`src/rtl/rgb_pkg.sv`:
```
// Shared types, default parameters and step arithmetic for the RGB duty controller.
package rgb_pkg;

  typedef enum logic [1:0] {StIdle, StHold, StRpt} rpt_state_e;

  localparam int unsigned DefNumCh     = 3;
  localparam int unsigned DefWidth     = 8;
  localparam int unsigned DefStep      = 16;
  localparam int unsigned DefInit      = 48;
  localparam bit          DefSaturate  = 1'b1;
  localparam int unsigned DefRepeatDly = 50_000_000;
  localparam int unsigned DefRepeatPer = 12_500_000;

  // dir: 0 = add, 1 = subtract. Result is masked to 'width' bits.
  function automatic logic [31:0] sat_add(input logic [31:0] value, input logic [31:0] step,
                                          input logic dir, input logic saturate,
                                          input int unsigned width);
    logic [32:0] max_v;
    logic [32:0] sum;
    max_v = (33'd1 << width) - 33'd1;
    if (!dir) sum = {1'b0, value} + {1'b0, step};
    else      sum = {1'b0, value} - {1'b0, step};
    if (saturate) begin
      if (!dir && (sum > max_v))     sum = max_v;
      else if (dir && (value < step)) sum = '0;
    end
    sum = sum & max_v;
    return sum[31:0];
  endfunction

endpackage

```
`src/rtl/btn_repeat.sv`:
```
// Edge detection, hold-to-repeat FSM and restore gesture for one inc/dec button pair.
module btn_repeat
  import rgb_pkg::*;
#(
  parameter int unsigned REPEAT_DLY = DefRepeatDly,
  parameter int unsigned REPEAT_PER = DefRepeatPer
) (
  input  logic       clk,
  input  logic       rst,
  input  logic [2:0] sel,
  input  logic       btn_inc,
  input  logic       btn_dec,
  output logic       step_inc,
  output logic       step_dec,
  output logic       restore
);

  localparam int unsigned CntMax = (REPEAT_DLY > REPEAT_PER) ? REPEAT_DLY : REPEAT_PER;
  localparam int unsigned CntW   = $clog2(CntMax + 1);
  localparam logic [CntW-1:0] DlyLast = CntW'(REPEAT_DLY - 1);
  localparam logic [CntW-1:0] PerLast = CntW'(REPEAT_PER - 1);

  rpt_state_e      state_q, state_d;
  logic [CntW-1:0] cnt_q, cnt_d;
  logic            dir_q, dir_d;
  logic            prev_inc_q, prev_dec_q;
  logic            blk_inc_q, blk_dec_q;
  logic [2:0]      sel_q;
  logic            rise_inc, rise_dec, edge_inc, edge_dec;
  logic            held, other, abort, rpt_due;

  // blk_*_q masks a button that is already high when reset releases.
  assign rise_inc = btn_inc & ~prev_inc_q & ~blk_inc_q;
  assign rise_dec = btn_dec & ~prev_dec_q & ~blk_dec_q;
  assign edge_inc = rise_inc & ~btn_dec;
  assign edge_dec = rise_dec & ~btn_inc;
  assign restore  = btn_inc & btn_dec & (rise_inc | rise_dec);

  assign held    = dir_q ? btn_dec : btn_inc;
  assign other   = dir_q ? btn_inc : btn_dec;
  assign abort   = ~held | other | (sel != sel_q);
  assign rpt_due = ~abort & (((state_q == StHold) && (cnt_q == DlyLast)) ||
                             ((state_q == StRpt) && (cnt_q == PerLast)));

  always_ff @(posedge clk) begin
    if (!rst) begin
      prev_inc_q <= 1'b0;
      prev_dec_q <= 1'b0;
      blk_inc_q  <= 1'b1;
      blk_dec_q  <= 1'b1;
      sel_q      <= '0;
    end else begin
      prev_inc_q <= btn_inc;
      prev_dec_q <= btn_dec;
      blk_inc_q  <= blk_inc_q & btn_inc;
      blk_dec_q  <= blk_dec_q & btn_dec;
      sel_q      <= sel;
    end
  end

  always_ff @(posedge clk) begin
    if (!rst) begin
      state_q <= StIdle;
      cnt_q   <= '0;
      dir_q   <= 1'b0;
    end else begin
      state_q <= state_d;
      cnt_q   <= cnt_d;
      dir_q   <= dir_d;
    end
  end

  always_comb begin
    state_d = state_q;
    cnt_d   = cnt_q;
    dir_d   = dir_q;
    if (edge_inc | edge_dec) begin
      state_d = StHold;
      cnt_d   = '0;
      dir_d   = edge_dec;
    end else begin
      unique case (state_q)
        StIdle: begin
        end
        StHold, StRpt: begin
          if (abort) begin
            state_d = StIdle;
          end else if (rpt_due) begin
            state_d = StRpt;
            cnt_d   = '0;
          end else begin
            cnt_d = cnt_q + CntW'(1);
          end
        end
        default: state_d = StIdle;
      endcase
    end
  end

  // A fresh edge command takes precedence over a coincident repeat step.
  always_comb begin
    step_inc = 1'b0;
    step_dec = 1'b0;
    if (edge_inc | edge_dec) begin
      step_inc = edge_inc;
      step_dec = edge_dec;
    end else if (rpt_due) begin
      step_inc = ~dir_q;
      step_dec = dir_q;
    end
  end

endmodule

```
`src/rtl/rgb_duty_ctrl.sv`:
```
// Per-channel PWM duty register file stepped by debounced buttons, with status LED outputs.
module rgb_duty_ctrl
  import rgb_pkg::*;
#(
  parameter int unsigned NUM_CH     = DefNumCh,
  parameter int unsigned WIDTH      = DefWidth,
  parameter int unsigned STEP       = DefStep,
  parameter int unsigned INIT       = DefInit,
  parameter bit          SATURATE   = DefSaturate,
  parameter int unsigned REPEAT_DLY = DefRepeatDly,
  parameter int unsigned REPEAT_PER = DefRepeatPer
) (
  input  logic                    clk,
  input  logic                    rst,
  input  logic [2:0]              sel,
  input  logic                    btn_en,
  input  logic                    btn_inc,
  input  logic                    btn_dec,
  output logic [NUM_CH*WIDTH-1:0] duty_out,
  output logic                    led_enable,
  output logic [3:0]              led
);

  localparam logic [2:0]       NumChSel = 3'(NUM_CH);
  localparam logic [WIDTH-1:0] InitVal  = WIDTH'(INIT);
  localparam logic [31:0]      StepVal  = 32'(STEP);

  logic [WIDTH-1:0] duty_q [NUM_CH];
  logic             sel_valid;
  logic             step_inc, step_dec, restore;

  assign sel_valid = (sel != 3'd0) && (sel <= NumChSel);

  btn_repeat #(
    .REPEAT_DLY (REPEAT_DLY),
    .REPEAT_PER (REPEAT_PER)
  ) u_btn_repeat (
    .clk      (clk),
    .rst      (rst),
    .sel      (sel),
    .btn_inc  (btn_inc),
    .btn_dec  (btn_dec),
    .step_inc (step_inc),
    .step_dec (step_dec),
    .restore  (restore)
  );

  always_ff @(posedge clk) begin
    if (!rst) begin
      for (int c = 0; c < NUM_CH; c++) duty_q[c] <= InitVal;
    end else if (sel_valid) begin
      for (int c = 0; c < NUM_CH; c++) begin
        if (sel == 3'(c + 1)) begin
          if (restore) begin
            duty_q[c] <= InitVal;
          end else if (step_inc | step_dec) begin
            duty_q[c] <= WIDTH'(sat_add(32'(duty_q[c]), StepVal, step_dec, SATURATE, WIDTH));
          end
        end
      end
    end
  end

  for (genvar c = 0; c < NUM_CH; c++) begin : g_duty_out
    assign duty_out[c*WIDTH +: WIDTH] = duty_q[c];
  end

  assign led_enable = (sel == 3'd0) & btn_en;

  always_comb begin
    led = 4'd0;
    for (int c = 0; c < NUM_CH; c++) begin
      if (sel_valid && (sel == 3'(c + 1))) led = duty_q[c][WIDTH-1 -: 4];
    end
  end

endmodule

```
`config.mk`:
```
export PLATFORM = sky130hd
export DESIGN_NAME = rgb_duty_ctrl
export DESIGN_NICKNAME = d
export VERILOG_FILES = /design/src/rtl/rgb_pkg.sv /design/src/rtl/btn_repeat.sv /design/src/rtl/rgb_duty_ctrl.sv
export SDC_FILE = /design/constraint.sdc
export NUM_CORES = 1
export LEC_CHECK = 0
export BUFFER_PORTS_ARGS = -buffer_cell sky130_fd_sc_hd__buf_2
export CORE_MARGIN = 2
export CORE_UTILIZATION = 35
export DETAILED_ROUTE_END_ITERATION = 8
export GPL_TIMING_DRIVEN = 0
export PLACE_DENSITY = 0.5
export SYNTH_ARGS = -nofsm -noshare
export SYNTH_HDL_FRONTEND = slang
export SYNTH_SLANG_ARGS = --single-unit
```
`constraint.sdc`:
```
create_clock -name clk -period 3.4 [get_ports clk]
set_clock_uncertainty 0.05 [all_clocks]
set_input_delay 0.34 -clock clk [delete_from_list [all_inputs] [get_ports clk]]
set_output_delay 0.34 -clock clk [all_outputs]
set_load 0.05 [all_outputs]
```
==> reports/qor.csv <==
stage,metric,value,unit
timing,Setup Viol. Count Final,0,
route,Avg WL per Cell,14.6,um
yosys,sequential-to-total area share from yosys stat,37.7,%
finish,layout cells sized above 1,16.1,%
finish,FILL cells,945,
power,Sw Share,28.4,%
grt,first-pass GRT wire length,12600,um
critical_path,maximum fanout along the worst path,8,
finish,footprint of the multi-input gates,1750,um^2
worst_hold_path,HP Start,btn_dec,
route,uppermost routed layer,met4,
critical_path,reg-to-reg endpoint,duty_q[2][2]$_SDFFCE_PN0P_,
yosys,Syn Std Cell Area,3110,um^2
die,die footprint,9650,um^2
critical_path,crit path from,u_btn_repeat.state_q[0]$_SDFFE_PN0P_,
route,DRC,0,
worst_hold_path,Hold Path Class,in2reg,
route,Initial DRT Pass Iterations,4,
die,I/O pins,37,
critical_path,r2r setup slk,0.67,ns
yosys,Area contributors post-synth,"dfxtp_1, edfxtp_1, nor2_1",
timing,final setup TNS,0,ns
clock_tree,Clock Root Buffer,clkbuf_8,
critical_path,reg-to-reg startpoint,u_btn_repeat.state_q[0]$_SDFFE_PN0P_,
clock_tree,clock-pin slew on the worst setup and hold paths,0.10,ns
critical_path,CP endpoint kind,register,
grt,initial antenna violation count,0,
power,Clock Power Share,32.2,%
power,Max IR drop VDD,0.000155,V
route,met2 wire len,3430,um
yosys,synth warn,0,
yosys,Gate Count Post-Synth,362,
worst_hold_path,Hold Path End,u_btn_repeat.blk_dec_q$_SDFF_PN1_,
critical_path,Critical Path AT,2.69,ns
clock_tree,H-tree depth,2,
clock_tree,CTS max path bufs,2,
route,Detailed Route Iter0 Violations,121,
yosys,post-synth cell types,58,
timing,Max-Slew Margin vs Limit,48.3,%
die,# rows,34,
finish,Layout area overhead,13.0,%
power,PwrDens,339,nW/um^2
critical_path,Worst Reg-to-Reg Cells,8,
route,post-route antenna net violation count,0,
grt,largest net degree at the start of global routing,17,
timing,worst hold slack,0.260,ns
finish,ANT cells,0,
finish,Seq. cell area,1170,um^2
finish,end-of-flow core utilization,40.4,%
placed_design,placer's final routability congestion estimate,0.808,
yosys,syn_nets,380,
placed_design,PortBufs,34,
critical_path,crit path launch type,register,
finish,NumNets Final,421,
worst_hold_path,Worst Hold Depth,3,
yosys,post-synthesis register bit count,51,
critical_path,Worst Path Required,3.36,ns
grt,number of global-route vias before repair,2522,
yosys,Most used DFF post-synth,dfxtp_1,
die,Die W,98.2,um
status,status,"complete, no violations",
power,Switch Pwr,0.338,mW
timing,period utilization,80.2,%
timing,Fin. Hold Viols,0,
route,Via density,5.30,
yosys,post-synth top area cell,dfxtp_1,
run,Max-Cap Viols,0,
yosys,share of the synthesized area in the top cell type,23.2,%
clock_tree,CTS tree,yes,
grt,total track usage,15.9,%
route,vias,2716,
timing,Fmax,367,MHz
timing,worst slew pin tran,0.768,ns
power,Comb pwr share,13.5,%
clock_tree,clock buffers created by TritonCTS,5,
route,final WL,7490,um
route,wire length on met3,215,um
clock_tree,"Hold-fix buffers, CTS",0,
clock_tree,PostCTS Resize Cnt,0,
placed_design,detailed placement HPWL,5730,um
die,Core Box Area,8680,um^2
timing,fin crit period,2.73,ns
power,Lkg Pwr,1.38,nW
yosys,asr flop ratio synth,0,%
critical_path,critical path class,reg2reg,
timing,Pins Over Slew Limit,0,
yosys,"Avg Cell Area, Syn",8.58,um^2
die,Die Y,98.2,um
grt,grt total ovfl,0,
clock_tree,post-CTS setup buffer count,0,
route,M1 WL,3750,um
power,Seq pwr share,54.3,%
clock_tree,clk_lat worst skew,0.31,ns
timing,RSZ-0062 raised after global routing,no,
clock_tree,CTS Sinks,51,
power,Int Power,0.850,mW
yosys,"EDFF count, synth",15,
die,Initial Util,35.8,%
routing by layer:
metal / track usage, % / vias up
li1: - / 1388
met1: 22.6 / 1271
met2: 24.9 / 49
met3: 2.79 / 8
met4: 4.53 / 0
met5: 0 / -
critical path, stage by stage, from the launching register on:
cell	delay, ns
dfxtp_1	0.34
inv_1	0.08
ha_1	0.17
nand4bb_1	0.09
nor4_1	0.68
o211a_4	0.34
nor2_4	0.07
or3_1	0.36
a31oi_1	0.24
area by class of cell:
type | count | area share (%)
clock buffers | 6 | 2.35
inverters | 16 | 1.71
well taps | 108 | 3.85
plain buffers | 23 | 3.64
repair buffers | 34 | 4.85
flip-flops and latches | 51 | 33.4
multi-input cells | 272 | 49.8
clock inverters | 2 | 0.428
power by group through the flow:
stage          registers, mW  logic [mW]  clock network [mW]
6_report               0.646       0.160               0.382
5_1_grt                0.648       0.174               0.422
4_1_cts                0.646       0.161               0.403
3_5_place_dp           0.660       0.161                   0
3_3_place_gp           0.660       0.161                   0
2_1_floorplan          0.676       0.104                   0
registers in the layout, indices dropped and copies added (netlist names):
register,cells
duty_q,15
u_btn_repeat.blk_dec_q,1
u_btn_repeat.blk_inc_q,1
u_btn_repeat.cnt_q,26
u_btn_repeat.dir_q,1
u_btn_repeat.prev_dec_q,1
u_btn_repeat.prev_inc_q,1
u_btn_repeat.sel_q,3
u_btn_repeat.state_q,2
how the worst max path moves through the flow:
stage / to / slack [ns] / cells past startpoint
final: duty_q[2][2]$_SDFFCE_PN0P_ / 0.67 / 8
after floorplan: led_enable / 0.80 / 2
after CTS: duty_q[0][2]$_SDFFCE_PN0P_ / 0.66 / 8
after global routing: duty_q[0][2]$_SDFFCE_PN0P_ / 0.36 / 8
after detailed placement: duty_q[0][2]$_SDFFCE_PN0P_ / 0.68 / 8
after global placement: duty_q[2][2]$_SDFFCE_PN0P_ / 0.72 / 8
synth_stat cells, drive strengths merged (3+ instances only):
cell type	instances
a211oi	4
a21o	4
a21oi	11
a22oi	5
and2	9
and3	6
and4	5
buf	13
clkbuf	10
dfxtp	36
edfxtp	15
ha	10
inv	16
nand2	29
nand3	15
nand3b	3
nand4	10
nor2	44
nor3	16
nor4	9
nor4b	4
o211ai	3
o21ai	17
or3	10
xnor2	8
xor2	16
kinds of logic (layout without fill, tap and decap cells):
family                   count (synthesis)  after routing  share of synthesized area [%]
buffers and inverters                   39             81                           6.04
flip-flops                              51             51                           37.7
AND/OR/NAND/NOR                        173            173                           31.0
adder cells (fa/ha/maj)                 10             10                           4.03
multiplexers                             2              2                          0.685
XOR/XNOR                                24             24                           6.77
AO/OA/AOI/OAI                           63             63                           13.8
cell usage in the layout, fill, tap and decap left out, types with 3 or more instances in the layout:
master    synthesis  routed
o21ai_1           4       4
dfxtp_1          36      36
nand2_1          29      29
nor4_1            7       7
nor3_1           16      16
buf_4            10      10
ha_1             10      10
a22oi_1           5       5
and3_1            6       6
and4_1            5       5
a21o_1            4       4
nor2_1           43      43
a211oi_1          4       4
buf_2             3      37
clkbuf_1         10      10
o21ai_0          13      13
clkbuf_8          0       6
nand3_1          15      15
nor4b_1           3       3
o211ai_1          3       3
xnor2_1           8       8
edfxtp_1         15      15
xor2_1           16      16
or3_1            10      10
and2_1            9       9
nand3b_1          3       3
nand4_1          10      10
inv_1            16      16
a21oi_1          11      11
stage by stage:
step,std cells,total power [mW],instance area [um^2],setup WS (ns)
3_5_place_dp,504,0.821,3410,0.677
2_1_floorplan,362,0.780,3110,0.801
3_3_place_gp,504,0.821,3410,0.721
5_1_grt,512,1.24,3510,0.356
6_report,512,1.19,3510,0.673
4_1_cts,512,1.21,3510,0.661
Power figures use the tool's default switching activity.
